===== config.mk =====
export PLATFORM = sky130hd
export DESIGN_NAME = fetch_unit
export DESIGN_NICKNAME = d
export VERILOG_FILES = /design/src/rtl/cpu_types_pkg.sv /design/src/rtl/fetch_perf_ctr.sv /design/src/rtl/fetch_unit.sv
export SDC_FILE = /design/constraint.sdc
export NUM_CORES = 1
export LEC_CHECK = 0
export CAP_MARGIN = 20
export CORE_UTILIZATION = 30
export CTS_BUF_LIST = sky130_fd_sc_hd__clkbuf_4 sky130_fd_sc_hd__clkbuf_8
export DETAILED_ROUTE_END_ITERATION = 8
export GPL_TIMING_DRIVEN = 0
export HOLD_SLACK_MARGIN = 0.15
export SLEW_MARGIN = 20
export SYNTH_ARGS = -nofsm -noshare
export SYNTH_HDL_FRONTEND = slang
export SYNTH_SLANG_ARGS = --single-unit

===== constraint.sdc =====
create_clock -name CLK -period 6 [get_ports CLK]
set_clock_uncertainty 0.1 [all_clocks]
set_input_delay 1.2 -clock CLK [delete_from_list [all_inputs] [get_ports CLK]]
set_output_delay 1.2 -clock CLK [all_outputs]
set_load 0.05 [all_outputs]

===== src/rtl/cpu_types_pkg.sv =====
// cpu_types_pkg: shared CPU word/opcode types and the HALT opcode
package cpu_types_pkg;
  typedef logic [31:0] word_t;
  typedef logic [5:0]  opcode_t;
  localparam opcode_t OP_HALT = 6'b111111;
endpackage


===== src/rtl/fetch_perf_ctr.sv =====
// fetch_perf_ctr: wrapping counters for accepted fetches and stalled/bubble cycles
module fetch_perf_ctr
  import cpu_types_pkg::*;
(
  input  logic  CLK,
  input  logic  nRST,
  input  logic  fetch_inc_i,
  input  logic  stall_inc_i,
  output word_t fetch_count_o,
  output word_t stall_count_o
);
  word_t fetch_q, stall_q;
  // free-running 32-bit counters, cleared only by reset
  always_ff @(posedge CLK or negedge nRST) begin
    if (!nRST) begin
      fetch_q <= '0;
      stall_q <= '0;
    end else begin
      fetch_q <= fetch_q + word_t'(fetch_inc_i);
      stall_q <= stall_q + word_t'(stall_inc_i);
    end
  end
  assign fetch_count_o = fetch_q;
  assign stall_count_o = stall_q;
endmodule


===== src/rtl/fetch_unit.sv =====
// fetch_unit: IF stage with redirect/stall/miss handling and HALT detection; FETCH_PERF_EN adds perf counters
module fetch_unit
  import cpu_types_pkg::*;
#(
  parameter word_t PC_INIT = 32'h00000000
) (
  input  logic  CLK,
  input  logic  nRST,
  input  logic  ihit,
  input  word_t imemload,
  output logic  iREN,
  output word_t iaddr,
  input  logic  stall,
  input  logic  redirect,
  input  word_t redirect_pc,
  output word_t instruction,
  output word_t npc,
`ifdef FETCH_PERF_EN
  output word_t fetch_count,
  output word_t stall_count,
`endif
  output logic  valid
);
  typedef enum logic {FETCH, HALTED} state_t;
  state_t state_q;
  word_t  pc_q, instr_q, npc_q;
  logic   valid_q;
  // redirect beats stall beats hit beats miss; HALTED only emits bubbles
  always_ff @(posedge CLK or negedge nRST) begin
    if (!nRST) begin
      state_q <= FETCH;
      pc_q    <= PC_INIT;
      instr_q <= '0;
      npc_q   <= '0;
      valid_q <= 1'b0;
    end else if (redirect) begin
      state_q <= FETCH;
      pc_q    <= redirect_pc;
      instr_q <= '0;
      npc_q   <= '0;
      valid_q <= 1'b0;
    end else if (!stall) begin
      if (state_q == FETCH && ihit) begin
        instr_q <= imemload;
        npc_q   <= pc_q + 32'd4;
        valid_q <= 1'b1;
        if (opcode_t'(imemload[31:26]) == OP_HALT) state_q <= HALTED;
        else pc_q <= pc_q + 32'd4;
      end else begin
        instr_q <= '0;
        npc_q   <= '0;
        valid_q <= 1'b0;
      end
    end
  end
  assign iREN        = (state_q == FETCH);
  assign iaddr       = pc_q;
  assign instruction = instr_q;
  assign npc         = npc_q;
  assign valid       = valid_q;
`ifdef FETCH_PERF_EN
  logic accept, bubble;
  assign accept = !redirect && !stall && state_q == FETCH && ihit;
  assign bubble = !redirect && !stall && state_q == FETCH && !ihit;
  fetch_perf_ctr u_perf (
    .CLK          (CLK),
    .nRST         (nRST),
    .fetch_inc_i  (accept),
    .stall_inc_i  (stall || bubble),
    .fetch_count_o(fetch_count),
    .stall_count_o(stall_count)
  );
`endif
endmodule


# Word level (Yosys, flattened, before mapping)
# Index checks and enable logic that the tools add are counted.
dict set report totals {
  register_bits 98
  word_cells 32
}
dict set report classes {
  reduce_logical 5
  eq_ne 3
  add_sub_neg 1
  muxes 17
  bitwise_logic 1
}
# cell count
set op_table {}
lappend op_table {{32-bit 2-to-1 mux} 10}
lappend op_table {{32-bit by 3-bit adder with 32-bit output (second input constant)} 1}
lappend op_table {{1-bit 2-to-1 mux} 7}
lappend op_table {{6-bit equality test (second input constant)} 1}
lappend op_table {{3-bit AND reduction} 2}
lappend op_table {{2-bit nonzero test} 2}
lappend op_table {{2-bit by 1-bit != test with 1-bit output (second input constant)} 1}
lappend op_table {{2-bit != test (second input constant)} 1}
lappend op_table {{1-bit logical AND} 1}
lappend op_table {{1-bit inverter} 1}

# Logic depth before layout (Yosys ltp)
dict set report depth {
  depth_word 5
  ltp_mapped 7
  depth_no_buf 6
}

# Least setup slack after synthesis
# OpenSTA, ideal clock, no wires.
dict set report synth_timing {
  path_kind {input to register}
  startpoint {input port redirect}
  endpoint {register pc_q[29], in the netlist iaddr[29]}
  t_required_ns 5.796
  setup_time_ns 0.104
  path_stages 6
  slack_ns 3.508
  arrival_time_ns 2.288
  path_cell_list {clkbuf_8 > nor4b_1 > o21ai_0 > a41oi_1 > o21ai_0 > o311ai_1}
}
dict set report synth_via {
  elab_chain_len 2
  word_cells_on_any_way 5
  cone_classes {eq/ne (2); mux (1); reduce/logical (2)}
}
# item line
set synth_lines {}
lappend synth_lines {{start: declaration} fetch_unit.sv:14} ;# input logic redirect,
lappend synth_lines {{2-bit != test (no line), or another cell as far along} n/a}
lappend synth_lines {{3-bit AND reduction (no line)} n/a}
lappend synth_lines {{end signal: assignment} fetch_unit.sv:38} ;# pc_q <= redirect_pc;
lappend synth_lines {{end signal: assignment} fetch_unit.sv:48} ;# else pc_q <= pc_q + 32'd4;
lappend synth_lines {{end: declaration} fetch_unit.sv:26} ;# word_t pc_q, instr_q, npc_q;
# Several ways; a longest one is shown, not always the timed one.
# A chain may end at the register's enable or synchronous reset.

# Final worst setup path
dict set report layout_timing {
  startpoint {register pc_q[25], in the netlist iaddr[25]}
  endpoint {output port iaddr[25]}
}
# item line
set layout_rtl {}
lappend layout_rtl {{end: declaration} fetch_unit.sv:12} ;# output word_t iaddr,
# No word-level cell between the ends.

==> results.ini <==
[worst_setup_path]
crit_family=buffers and inverters
path_cells=clkdlybuf4s50_1
cp-end-kind=primary output
cp_num_buf_inv=1
worstSetupPathType=register to primary output
worstPathMaxFanout=8
required_ns=4.70
cp-start-kind=register
worst_path_largest_cell_delay_ns=0.87
critical-path-slowest-cell=clkdlybuf4s50_1
cp.arrival_ns=1.78

[global_routing]
grt_pass1_wl_um=22400
antenna_found_initial=0
grt-ovfl-total=0
grtUsageTotal=0.185
grt_max_degree=55
grt_pass1_vias=4056

[sta]
hold_viol_final=0
setup_viol=0
worstMarginPinSlew_ns=0.917
max_freq_ghz=0.325
rsz0062_at_grt=false
post-route-period-util=0.513
finalCriticalPeriod_ns=3.08
slew_violations=0
max_slew_margin=0.382

[drt]
drc=0
antenna_left=0
post_drt_wl_per_cell_um=17.1
dr.pass1.iters=4
route.met2.wl_um=6460
drt-initial-drc-count=205
wl_um=13700
wl_met1_um=6250
vias=3942
avgViaCountPerCell=4.93
maxUsedRoutingLayer=met4
wl_met3_um=710

[place]
place_area_um2=6500
dpl.hpwl_um=10200
dp.cells=785
gp_congestion=0.771
port_buffers=165

[cts]
cts_hold_buf=0
cts_resized=0
cts_tree=done
cts_setup_buffers=0
cts.clk_slew.worst_paths_ns=0.09
clockRootBuffer=clkbuf_8
clk_latency_ns=0.38
cts_made_buffers=9
h-tree-depth=3
cts_buffer_depth=2
cts.sinks=98

[status]
status=finished, final reports clean

[logic_synthesis]
yosysWarnings=0
syn-cell-area_um2=4590
synth_top_area_cell=dfrtp_1
ys_async_sr_fraction=1.00
synth_edf_count=0
syn-num-nets=505
synth_cell_types=43
synth_xor_area_frac=0.0992
yosysSeqAreaShare=0.534
synthTopCellsByArea=dfrtp_1 53%, a22o_1 7.1%, xor2_1 6.5%
yosys.area_share.simple=0.156
yosys_register_bits=98
synth_top_family_by_area=simple AND/OR/NAND/NOR gates
post-synth-top-count-cell=dfrtp_1
synth_top_area_share=0.534
synth_ff_type=dfrtp_1
synth_fa_ha_area_frac=0.00273
synth-compound-area-share=0.153
syn_inst=435
syn_avg_cell_area_um2=10.6
yosys-mux-area-fraction=0.00709
synth_common_cells=98 x dfrtp_1, 78 x nand2_1, 39 x o21ai_0, 37 x a22o_1, 34 x xor2_1

[layout]
diodes=0
stdcell_area_um2=6690
syn2layout_area_growth_pct=45.8
fillers=1451
finalNonFillerCells=800
nNetsFinal=682
seq_area_um2=2450
drive_above_1_share=0.0795
multi_input_area_um2=1920

[power]
p_leak_nw=2.70
power_density_nw_per_um2=236
power.total_mw=1.58
ir_drop_mv=0.129

[die]
rows=44
start_util=0.311
ioPinCount=167
fp.dieArea_um2=15800
die_h_um=126
die_w_um=126
core_um2=14800

[hold_path]
hold_class=register to register

[run]
drv_cap=0

==> flip-flops by register name (all words and copies together), names as in the netlist <==
register and flops:
state_q 1, valid 1, instruction 32, iaddr 32, npc 32
==> worst paths after layout <==
kind | startpoint | to | slack, ns | depth (start not counted)
worst max-delay path | iaddr[25] | iaddr[25] | 2.92 | 1
worst max register to register | iaddr[2] | iaddr[28] | 3.68 | 7
max in group asynchronous | nRST | iaddr[31] | 4.55 | 2
min in group asynchronous | nRST | iaddr[11] | 0.63 | 1
worst min-delay path | npc[19] | npc[19] | 0.38 | 2
worst min register to register | npc[19] | npc[19] | 0.38 | 2
==> cells in the final DEF, fill, tap and decap left out, types with 3 or more instances in the layout <==
master,synthesis,routed
o21ai_0,39,39
inv_1,3,3
o311ai_1,3,3
nor3_1,3,3
nand4_1,10,10
clkbuf_8,3,12
o21ai_1,16,16
a22o_1,37,37
clkbuf_4,1,3
nand3_1,14,14
clkbuf_2,3,3
nor2_1,10,10
buf_6,3,4
xor2_1,34,34
dfrtp_1,98,98
nand2_1,78,78
nand4b_1,3,3
nand3_2,4,4
clkbuf_1,15,15
clkdlybuf4s50_1,0,164
nor3b_1,3,3
xnor2_1,18,18
buf_2,6,6
==> worst register-to-register path: stages, from the launching register on <==
cell and delay, ns:
dfrtp_1 0.49, ha_1 0.26, nand3_2 0.25, nor4_4 0.48, buf_4 0.25, nand4_1 0.12, xor2_1 0.17, o21ai_1 0.07
==> stage by stage <==
stage	TNS [ns]	utilization	hold WS [ns]	setup WS, ns
2_1_floorplan	0	-	0.385	3.51
3_3_place_gp	-10.04	0.439	0.364	-0.110
3_5_place_dp	0	0.441	0.368	2.72
4_1_cts	0	0.454	0.391	2.90
5_1_grt	0	0.454	0.410	2.87
6_report	0	0.454	0.383	2.92
==> layer usage <==
metal  global-route usage  vias up
met5                    0        -
met4               0.0717        0
met3               0.0450       20
met2                0.289      112
met1                0.246     1938
li1                     -     1872
==> final cells by class <==
| class | count | share of cell area |
|---|---|---|
| multi-input cells | 300 | 0.287 |
| repair buffers | 166 | 0.251 |
| plain buffers | 34 | 0.0308 |
| well taps | 184 | 0.0344 |
| clock buffers | 11 | 0.0207 |
| clock inverters | 4 | 0.00804 |
| inverters | 3 | 0.00168 |
| flip-flops and latches | 98 | 0.366 |
==> report_power, final <==
part,internal [mW],switching (mW)
sequential,0.697,0.0422
clock,0.201,0.241
combinational,0.154,0.243
total,1.05,0.527
==> kinds of logic (layout without fill, tap and decap cells) <==
family / after synthesis / after routing
and+or+nand+nor: 139 / 139
AOI/OAI and AO/OA: 105 / 105
DFF: 98 / 98
xor gates and xnor gates: 52 / 52
buffers and inverters: 37 / 218
muxes: 3 / 3
adders and majority gates: 1 / 1
Note: power is estimated with default switching activity, not from simulation.
